--- config.mk ---
export PLATFORM = sky130hd
export DESIGN_NAME = bch_decode_sequencer_flat
export DESIGN_NICKNAME = d
export VERILOG_FILES = /design/src/rtl/bch_decode_sequencer_if.sv /design/src/rtl/bch_decode_sequencer.sv /design/src/flat_wrapper.sv
export SDC_FILE = /design/constraint.sdc
export NUM_CORES = 1
export LEC_CHECK = 0
export CAP_MARGIN = 20
export CORE_MARGIN = 2
export CORE_UTILIZATION = 37
export CTS_BUF_LIST = sky130_fd_sc_hd__clkbuf_8
export CTS_CLUSTER_DIAMETER = 30
export DETAILED_ROUTE_END_ITERATION = 6
export GPL_ROUTABILITY_DRIVEN = 0
export SLEW_MARGIN = 0
export SYNTH_ARGS = -nofsm -noshare
export SYNTH_HDL_FRONTEND = slang
export SYNTH_SLANG_ARGS = --single-unit
--- constraint.sdc ---
create_clock -name clk -period 11.1 [get_ports clk]
set_input_delay 2.22 -clock clk [delete_from_list [all_inputs] [get_ports clk]]
set_output_delay 2.22 -clock clk [all_outputs]
set_load 0.02 [all_outputs]
--- src/rtl/bch_decode_sequencer_if.sv ---
// rtl/bch_decode_sequencer_if.sv - word-in / result-out handshake bundle for the BCH(15,7) sequencer
//
// Purpose: groups the input word handshake and the result handshake into one interface.
// Signals:
//   in_valid   producer -> sequencer  in_word valid
//   in_ready   sequencer -> producer  sequencer can accept a word
//   in_word    producer -> sequencer  received 15-bit codeword (bit i = coefficient of x^i)
//   out_valid  sequencer -> consumer  result valid
//   out_ready  consumer -> sequencer  consumer accepts result
//   out_msg    sequencer -> consumer  corrected message (corrected word [14:8])
//   out_status sequencer -> consumer  0 clean, 1 one fixed, 2 two fixed, 3 uncorrectable
// Modports: master = producer/consumer side, slave = sequencer side.
interface bch_decode_sequencer_if #(
  parameter int MSG_W = 7,
  parameter int CW_W  = 15
);
  logic             in_valid;
  logic             in_ready;
  logic [CW_W-1:0]  in_word;
  logic             out_valid;
  logic             out_ready;
  logic [MSG_W-1:0] out_msg;
  logic [1:0]       out_status;

  modport master (
    output in_valid, in_word, out_ready,
    input  in_ready, out_valid, out_msg, out_status
  );

  modport slave (
    input  in_valid, in_word, out_ready,
    output in_ready, out_valid, out_msg, out_status
  );
endinterface

--- src/rtl/bch_decode_sequencer.sv ---
// rtl/bch_decode_sequencer.sv - bit-serial BCH(15,7,t=2) decode sequencer over GF(16)
//
// Purpose: accepts one received word, accumulates S1/S3 serially (15 cycles), solves the
//   error locator (1 cycle), runs a serial Chien search (15 cycles), then presents the
//   corrected 7-bit message and a status code until the consumer accepts it.
//   GF(16) uses x^4+x+1 with alpha = 4'd2; generator polynomial 9'h1D1.
// Ports:
//   clk   sole clock, rising edge
//   rst   synchronous active-high reset
//   bus   bch_decode_sequencer_if.slave (in_valid/in_ready/in_word, out_valid/out_ready/
//         out_msg/out_status)
//   busy  high in any state other than IDLE
// Optional feature macro: BCH_SEQ_EARLY_EXIT_EN - a word with S1 = S3 = 0 at the end of the
//   syndrome phase goes straight to DONE with status 0 (latency 16 instead of 32).
module bch_decode_sequencer #(
  parameter int MSG_W = 7,
  parameter int CW_W  = 15
) (
  input  logic                         clk,
  input  logic                         rst,
  bch_decode_sequencer_if.slave        bus,
  output logic                         busy
);

  typedef enum logic [2:0] {IDLE, SYND, LOC, CHIEN, DONE} state_t;

  localparam logic [CW_W-1:0] ONE_HOT0 = {{(CW_W-1){1'b0}}, 1'b1};

  // multiply by alpha: shift up, fold x^4 back as x+1
  function automatic logic [3:0] gf_mul_a(input logic [3:0] a);
    return {a[2:0], 1'b0} ^ (a[3] ? 4'h3 : 4'h0);
  endfunction

  // multiply by alpha^-1 = alpha^3 + 1: shift down, fold x^-1 back as x^3+1
  function automatic logic [3:0] gf_div_a(input logic [3:0] a);
    return {1'b0, a[3:1]} ^ (a[0] ? 4'h9 : 4'h0);
  endfunction

  function automatic logic [3:0] gf_exp(input logic [3:0] e);
    case (e)
      4'd0:    return 4'h1;
      4'd1:    return 4'h2;
      4'd2:    return 4'h4;
      4'd3:    return 4'h8;
      4'd4:    return 4'h3;
      4'd5:    return 4'h6;
      4'd6:    return 4'hC;
      4'd7:    return 4'hB;
      4'd8:    return 4'h5;
      4'd9:    return 4'hA;
      4'd10:   return 4'h7;
      4'd11:   return 4'hE;
      4'd12:   return 4'hF;
      4'd13:   return 4'hD;
      4'd14:   return 4'h9;
      default: return 4'h1;
    endcase
  endfunction

  // log of zero is undefined; callers guard zero operands
  function automatic logic [3:0] gf_log(input logic [3:0] v);
    case (v)
      4'h1:    return 4'd0;
      4'h2:    return 4'd1;
      4'h4:    return 4'd2;
      4'h8:    return 4'd3;
      4'h3:    return 4'd4;
      4'h6:    return 4'd5;
      4'hC:    return 4'd6;
      4'hB:    return 4'd7;
      4'h5:    return 4'd8;
      4'hA:    return 4'd9;
      4'h7:    return 4'd10;
      4'hE:    return 4'd11;
      4'hF:    return 4'd12;
      4'hD:    return 4'd13;
      4'h9:    return 4'd14;
      default: return 4'd0;
    endcase
  endfunction

  // exponent sums here never exceed 44, so two conditional subtractions suffice
  function automatic logic [3:0] mod15(input logic [5:0] v);
    logic [5:0] r;
    r = v;
    if (r >= 6'd30)      r = r - 6'd30;
    else if (r >= 6'd15) r = r - 6'd15;
    return 4'(r);
  endfunction

  function automatic logic [3:0] gf_cube(input logic [3:0] a);
    if (a == 4'h0) return 4'h0;
    return gf_exp(mod15(6'(gf_log(a)) * 6'd3));
  endfunction

  function automatic logic [3:0] gf_div(input logic [3:0] n, input logic [3:0] d);
    if (n == 4'h0 || d == 4'h0) return 4'h0;
    return gf_exp(mod15(6'(gf_log(n)) + 6'd15 - 6'(gf_log(d))));
  endfunction

  state_t           state_q;
  logic [CW_W-1:0]  word_q;
  logic [CW_W-1:0]  raw_q;
  logic [3:0]       s1_q, s3_q;
  logic [3:0]       sigma1_q, sigma2_q;
  logic [3:0]       t1_q, t2_q;
  logic [3:0]       cnt_q;
  logic [1:0]       roots_q;
  logic             in_ready_q, out_valid_q, busy_q;
  logic [MSG_W-1:0] out_msg_q;
  logic [1:0]       out_status_q;

  logic [3:0]       s1_d, s3_d, sigma2_d, eval_d;
  logic [CW_W-1:0]  word_d;
  logic [1:0]       roots_d, status_d;
  logic             root_hit;

  always_comb begin
    s1_d     = gf_mul_a(s1_q) ^ {3'b000, word_q[cnt_q]};
    s3_d     = gf_mul_a(gf_mul_a(gf_mul_a(s3_q))) ^ {3'b000, word_q[cnt_q]};
    sigma2_d = (s1_q == 4'h0) ? 4'h0 : gf_div(s3_q ^ gf_cube(s1_q), s1_q);

    // sigma(alpha^-cnt) = 0 marks an error at bit position cnt
    eval_d   = 4'h1 ^ t1_q ^ t2_q;
    root_hit = (eval_d == 4'h0);
    word_d   = root_hit ? (word_q ^ (ONE_HOT0 << cnt_q)) : word_q;
    roots_d  = (root_hit && roots_q != 2'd3) ? roots_q + 2'd1 : roots_q;

    // root count must match the locator degree, otherwise the pattern is beyond t=2
    if (sigma1_q == 4'h0 && s3_q == 4'h0)        status_d = 2'd0;
    else if (sigma1_q == 4'h0)                   status_d = 2'd3;
    else if (sigma2_q == 4'h0 && roots_d == 2'd1) status_d = 2'd1;
    else if (sigma2_q != 4'h0 && roots_d == 2'd2) status_d = 2'd2;
    else                                         status_d = 2'd3;
  end

  always_ff @(posedge clk) begin
    if (rst) begin
      state_q      <= IDLE;
      word_q       <= '0;
      raw_q        <= '0;
      s1_q         <= '0;
      s3_q         <= '0;
      sigma1_q     <= '0;
      sigma2_q     <= '0;
      t1_q         <= '0;
      t2_q         <= '0;
      cnt_q        <= '0;
      roots_q      <= '0;
      in_ready_q   <= 1'b1;
      out_valid_q  <= 1'b0;
      busy_q       <= 1'b0;
      out_msg_q    <= '0;
      out_status_q <= '0;
    end else begin
      case (state_q)
        IDLE: begin
          if (bus.in_valid) begin
            word_q     <= bus.in_word;
            raw_q      <= bus.in_word;
            s1_q       <= '0;
            s3_q       <= '0;
            roots_q    <= '0;
            cnt_q      <= 4'd14;
            in_ready_q <= 1'b0;
            busy_q     <= 1'b1;
            state_q    <= SYND;
          end
        end
        SYND: begin
          s1_q <= s1_d;
          s3_q <= s3_d;
          if (cnt_q == 4'd0) begin
`ifdef BCH_SEQ_EARLY_EXIT_EN
            if (s1_d == 4'h0 && s3_d == 4'h0) begin
              out_valid_q  <= 1'b1;
              out_msg_q    <= word_q[CW_W-1:CW_W-MSG_W];
              out_status_q <= 2'd0;
              state_q      <= DONE;
            end else begin
              state_q <= LOC;
            end
`else
            state_q <= LOC;
`endif
          end else begin
            cnt_q <= cnt_q - 4'd1;
          end
        end
        LOC: begin
          sigma1_q <= s1_q;
          sigma2_q <= sigma2_d;
          t1_q     <= s1_q;
          t2_q     <= sigma2_d;
          cnt_q    <= 4'd0;
          state_q  <= CHIEN;
        end
        CHIEN: begin
          word_q  <= word_d;
          roots_q <= roots_d;
          t1_q    <= gf_div_a(t1_q);
          t2_q    <= gf_div_a(gf_div_a(t2_q));
          if (cnt_q == 4'd14) begin
            out_valid_q  <= 1'b1;
            out_status_q <= status_d;
            if (status_d == 2'd3) begin
              word_q    <= raw_q;
              out_msg_q <= raw_q[CW_W-1:CW_W-MSG_W];
            end else begin
              out_msg_q <= word_d[CW_W-1:CW_W-MSG_W];
            end
            state_q <= DONE;
          end else begin
            cnt_q <= cnt_q + 4'd1;
          end
        end
        DONE: begin
          if (bus.out_ready) begin
            out_valid_q <= 1'b0;
            in_ready_q  <= 1'b1;
            busy_q      <= 1'b0;
            state_q     <= IDLE;
          end
        end
        default: begin
          state_q <= IDLE;
        end
      endcase
    end
  end

  assign bus.in_ready   = in_ready_q;
  assign bus.out_valid  = out_valid_q;
  assign bus.out_msg    = out_msg_q;
  assign bus.out_status = out_status_q;
  assign busy           = busy_q;

endmodule

--- src/flat_wrapper.sv ---
// flat-port wrapper written by rule: the top's interface ports become plain ports
module bch_decode_sequencer_flat 
#(
  parameter int MSG_W = 7,
  parameter int CW_W  = 15
)
  (clk, rst, busy, bus_in_valid, bus_in_word, bus_out_ready, bus_in_ready, bus_out_valid, bus_out_msg, bus_out_status);
  bch_decode_sequencer_if #(.MSG_W(MSG_W), .CW_W(CW_W)) bus_i ();
  input  logic clk;
  input  logic rst;
  output logic busy;
  input wire logic [$bits(bus_i.in_valid)-1:0] bus_in_valid;
  input wire logic [$bits(bus_i.in_word)-1:0] bus_in_word;
  input wire logic [$bits(bus_i.out_ready)-1:0] bus_out_ready;
  output wire logic [$bits(bus_i.in_ready)-1:0] bus_in_ready;
  output wire logic [$bits(bus_i.out_valid)-1:0] bus_out_valid;
  output wire logic [$bits(bus_i.out_msg)-1:0] bus_out_msg;
  output wire logic [$bits(bus_i.out_status)-1:0] bus_out_status;
  assign bus_i.in_valid = bus_in_valid;
  assign bus_i.in_word = bus_in_word;
  assign bus_i.out_ready = bus_out_ready;
  assign bus_in_ready = bus_i.in_ready;
  assign bus_out_valid = bus_i.out_valid;
  assign bus_out_msg = bus_i.out_msg;
  assign bus_out_status = bus_i.out_status;
  bch_decode_sequencer #(.MSG_W(MSG_W), .CW_W(CW_W)) u_core (.clk(clk), .rst(rst), .bus(bus_i), .busy(busy));
endmodule
Word-level counts from Yosys, hierarchy flattened
Memories as Yosys holds them, arrays and structs flattened. A register that Yosys moved wholly into a read port is not among the register bits.
Index checks and enable logic that the tools add are counted.
{"block": "totals", "output_inout_bits": 12, "inputBits": 19, "word_cells": 157, "n_memories": 5, "regBits": 75, "rom_bits": 320}
{"block": "op_classes", "n_mux": 64, "n_lt_le_gt_ge": 5, "reduce_logical": 28, "shifts": 1, "addsub": 9, "eq_ne": 15, "mul": 1, "bitwise": 13}
{"memory": "(name not given)", "depth": 16, "word_bits": 4, "rd": 1, "rd_ports_with_merged_regs": 1, "wr": 0, "line": "bch_decode_sequencer.sv:62", "text": "case (v)"}
{"memory": "(name not given)", "depth": 16, "word_bits": 4, "rd": 1, "rd_ports_with_merged_regs": 0, "wr": 0, "line": "bch_decode_sequencer.sv:40", "text": "case (e)"}
{"memory": "(name not given)", "depth": 16, "word_bits": 4, "rd": 1, "rd_ports_with_merged_regs": 0, "wr": 0, "line": "bch_decode_sequencer.sv:62"}
{"memory": "(name not given)", "depth": 16, "word_bits": 4, "rd": 1, "rd_ports_with_merged_regs": 1, "wr": 0, "line": "bch_decode_sequencer.sv:62"}
{"memory": "(name not given)", "depth": 16, "word_bits": 4, "rd": 1, "rd_ports_with_merged_regs": 0, "wr": 0, "line": "bch_decode_sequencer.sv:40"}
{"operator": "$mux 4", "count": 25}
{"operator": "$mux 15", "count": 4}
{"operator": "$pmux 4 s2", "count": 4}
{"operator": "$pmux 15 s2", "count": 1}
{"operator": "$logic_not 4->1", "count": 7}
{"operator": "$xor 4x4->4", "count": 6}
{"operator": "$mux 2", "count": 9}
{"operator": "$pmux 4 s4", "count": 1}
{"operator": "$sub 4x4->4 const B", "count": 4}
{"operator": "$pmux 3 s5", "count": 1}
{"operator": "$shl 1x4->15 const A", "count": 1}
{"operator": "$xor 15x15->15", "count": 1}
{"operator": "$ge 6x4->1 const B", "count": 2}
{"operator": "$ge 6x5->1 const B", "count": 2}
{"operator": "$mux 3", "count": 4}
{"operator": "$xor 3x4->4", "count": 3}
{"operator": "$ne 2x2->1 const B", "count": 5}
{"operator": "$reduce_bool 2->1", "count": 5}
{"operator": "$mux 1", "count": 9}
{"operator": "$reduce_and 2->1", "count": 4}
{"operator": "$reduce_and 4->1", "count": 2}
{"operator": "$reduce_bool 4->1", "count": 2}
{"operator": "$xor 4x1->4", "count": 2}
{"operator": "$mux 7", "count": 1}
{"operator": "22 further kinds", "count": 31}

Logic depth before layout (Yosys ltp)
An unclocked memory read counts as a cell.
{"block": "logic_depth", "depth_word": 25, "ltp_mapped": 30, "depth_no_buf": 29}

Least setup slack after synthesis
No wires, ideal clock.
{"block": "synth_timing", "path_type": "register to register", "startpoint": "register with a tool-made name", "endpoint": "register u_core.t2_q[2]", "slack_ps": 4746, "synth_period_minus_slack_ps": 6354, "n_path_buf": 1, "path_stages_with_launch": 29, "required_ps": 11024, "arrival_ps": 6279, "cell_sequence": "dfxtp_1 > ha_1 > fa_1 > xnor2_1 > and3_1 > buf_6 > a31oi_1 > and3_1 > or2_1 > inv_1 > ha_1 > nor3_1 > o31ai_1 > xnor2_1 > ha_1 > mux2_1 > o22ai_1 > ha_1 > a21o_1 > a21oi_1 > xor2_1 > o21ai_0 > a311o_1 > inv_1 > ha_1 > and2_0 > o21ai_0 > o211ai_1 > o22ai_1"}
{"item": "end signal: assignment", "line": "bch_decode_sequencer.sv:194", "text": "t2_q <= sigma2_d;"}
{"item": "end signal: assignment", "line": "bch_decode_sequencer.sv:202", "text": "t2_q <= gf_div_a(gf_div_a(t2_q));"}
{"item": "end: declaration", "line": "bch_decode_sequencer.sv:106", "text": "logic [3:0] t1_q, t2_q;"}

==> out/results.tsv <==
stage	metric	value	unit
run_status	status	complete, no violations	
die	io_pins	31	
synthesis	synth_edf_count	0	
drt	dr.pass1.iters	5	
synthesis	synth_fp_nets	752	
grt	grt_max_degree	79	
synthesis	yosysTopAreaCellShare	28.3	%
power	power.leakage	2.44	nW
power	seq_power_share	43.8	%
die	die_w	127	um
synthesis	avgSynthCellArea	8.09	um^2
timing	setup_tns	0	ps
drt	first_iter_violations	288	
drt	viasPerCell	5.60	
synthesis	synth_area_leaders	dfxtp_1 28%, ha_1 8.7%, nand2_1 6.9%	
grt	grt_pass1_vias	4709	
grt	grt_overflow	0	
drt	post_drt_wl_per_cell	14.6	um
clocking	cts.sinks	79	
clocking	cts_tree	yes	
synthesis	synth_common_cells	103 x nand2_1, 79 x dfxtp_1, 67 x a21oi_1	
clocking	cts_hold_buf	0	
synthesis	yosysMostFrequentCell	nand2_1	
timing	setup_viol	0	
synthesis	yosysUniqueCellTypes	71	
synthesis	ys.flop_type	dfxtp_1	
die	die_h	127	um
min_path	hp-class	flip-flop to flip-flop	
grt	gr-usage-all-layers	16.3	%
critical_path	endpoint_kind	flip-flop	
cells_and_area	syn2layout_area_growth	11.2	%
power	clockPowerShare	33.6	%
synthesis	synth_seq_cells	79	
timing	tightestPinTransition	940	ps
timing	fmax	0.138	GHz
timing	hold_viol_final	0	
clocking	clockBufferDepth	2	
clocking	cts_made_buffers	9	
timing	fin_crit_sh	65.3	%
clocking	htreeDepth	3	
die	row_count	44	
placement	hpwl	9160	um
placement	io_buffer_count	30	
critical_path	critPathKind	flip-flop to flip-flop	
drt	drt_wl_total	12900	um
clocking	root_buffer	clkbuf_8	
synthesis	netlist_area	0.00559	mm^2
grt	grt_pass1_wl	22000	um
critical_path	cp.required	11370	ps
power	p_int	0.000530	W
timing	drv_slew	0	
grt	grt_antenna_before_repair	0	
power	irDropWorstVdd	0.0683	mV
clocking	clkTransAtPathRegs	80	ps
synthesis	async_flop_share	0	%
flow_run	maxCapViolCount	0	
cells_and_area	final_area	0.00622	mm^2
power	total_power	0.000772	W
synthesis	yosysSeqAreaShare	28.3	%
synthesis	synthCells	691	
placement	placed_cell_area	0.00597	mm^2
clocking	worstSkewPairLatency	350	ps
critical_path	path_max_fanout	7	
cells_and_area	num-nets-final	757	
power	power_density	124	mW/mm^2
die	die_area	0.0161	mm^2
die	start_util	38.2	%
synthesis	synth_top_area_cell	dfxtp_1	
power	p_switching	0.000243	W
cells_and_area	n_antenna_cell	0	
timing	fin_crit	7250	ps
timing	fin_worst_skew	9.16	ps
clocking	cts.repair.resized	0	
drt	ant_nets	0	
critical_path	startpoint_type	flip-flop	
power	p_sw_share	31.4	%
timing	rsz0062_at_grt	no	
synthesis	yosys_warnings	0	
clocking	post_cts_buffers	0	
timing	max-slew-margin-rel	37.4	%
critical_path	cp.arrival	7520	ps
die	core-area	0.0146	mm^2
drt	drc	0	
cells_and_area	drive_above_1_share	6.85	%
drt	vias	4960	
power	pwr-share-comb	22.6	%
final cells by class:
| class | instances | area, um^2 |
|---|---|---|
| Tap cell | 184 | 230 |
| Clock buffer | 9 | 124 |
| Inverter | 24 | 90.1 |
| Timing Repair Buffer | 32 | 310 |
| Sequential cell | 79 | 1580 |
| Fill cell | 1425 | 8430 |
| Clock inverter | 7 | 120 |
| Multi-Input combinational cell | 550 | 3760 |
kinds of logic (layout without fill, tap and decap cells):
group           after synthesis  count (layout)  share of synthesized area (%)
simple gates                253             253                           22.1
compound gates              184             184                           21.8
xor+xnor                     37              37                           6.05
flops                        79              79                           28.3
mux                          34              34                           7.52
fa+ha+maj                    42              42                           9.81
buf+inv                      62              72                           4.41
final timing paths:
| kind | start | endpoint | slack [ps] | depth (start not counted) |
|---|---|---|---|---|
| min reg2reg | u_core.bus.out_valid$_SDFFE_PP0P_ | u_core.bus.out_valid$_SDFFE_PP0P_ | 460 | 2 |
| min | u_core.bus.out_valid$_SDFFE_PP0P_ | u_core.bus.out_valid$_SDFFE_PP0P_ | 460 | 2 |
| max reg2reg | flip-flop | u_core.t2_q[2]$_SDFFE_PP0P_ | 3850 | 27 |
| max | flip-flop | u_core.t2_q[2]$_SDFFE_PP0P_ | 3850 | 27 |
registers in the layout, summed over array words and instances, names as in the netlist, 2 cells and up, named ones only:
name / flops
u_core.raw_q: 15
u_core.sigma2_q: 4
u_core.t2_q: 4
u_core.sigma1_q: 4
u_core.t1_q: 4
u_core.roots_q: 2
u_core.cnt_q: 4
u_core.word_q: 15
u_core.bus.out_status: 2
u_core.s1_q: 4
u_core.s3_q: 4
u_core.state_q: 3
u_core.bus.out_msg: 7
layer usage:
metal  vias to the layer above  track usage [%]  part of all wire (%)
li1                       2500                -                     -
met1                      2344             20.3                    46
met2                       100             28.9                    49
met3                        16             2.74                   3.4
met4                         0             4.59                   1.1
met5                         -                0                     0
per-stage QoR:
step                      worst slack (ps)  hold WS, ps  instances  util [%]
after detailed placement              3960          450        869      40.8
after global placement                4290          443        869      40.8
final                                 3850          459        885      42.4
after CTS                             3920          461        885      42.4
after global routing                  3310          482        885      42.4
after floorplan                       4750          435        691         -
power groups by stage:
stage	Clock, W	Sequential [W]	Combinational [W]
3_5_place_dp	0	0.000345	0.000174
6_report	0.000260	0.000338	0.000174
3_3_place_gp	0	0.000344	0.000170
5_1_grt	0.000282	0.000344	0.000196
4_1_cts	0.000267	0.000338	0.000175
2_1_floorplan	0	0.000327	0.000148
cell usage in the layout, fill, tap and decap left out, types with 6 or more instances in the layout:
cell and count:
ha_1 39, xnor2_1 16, a21oi_1 67, a211oi_1 17
nand3_1 15, a31oi_1 7, nor2b_1 11, mux2i_1 24
o21ai_0 15, a311oi_1 10, a21o_1 11, o31ai_1 6
nor4_1 10, dfxtp_1 79, o22ai_1 7, a31o_2 7
xor2_1 20, clkbuf_8 9, nand2_1 103, inv_1 23
nor3_1 12, nor2_1 52, and3_1 9, mux4_2 6
clkdlybuf4s50_1 29, nand2b_1 9
worst max-delay path, stage by stage (launching register included):
cell,delay [ps]
dfxtp_1,370
ha_1,250
fa_1,470
xnor2_1,390
and3_1,370
a31oi_1,170
and3_1,230
or2_1,230
inv_1,110
ha_1,160
nor3_1,50
o31ai_1,440
xnor2_1,230
ha_1,320
mux2_1,310
o22ai_1,280
ha_1,290
a21o_1,150
a21oi_1,240
xor2_1,340
o21ai_0,230
a311o_1,480
inv_1,170
ha_1,260
and2_0,140
o21ai_0,170
o211ai_1,140
o22ai_1,180
(Power assumes the default switching activity.)
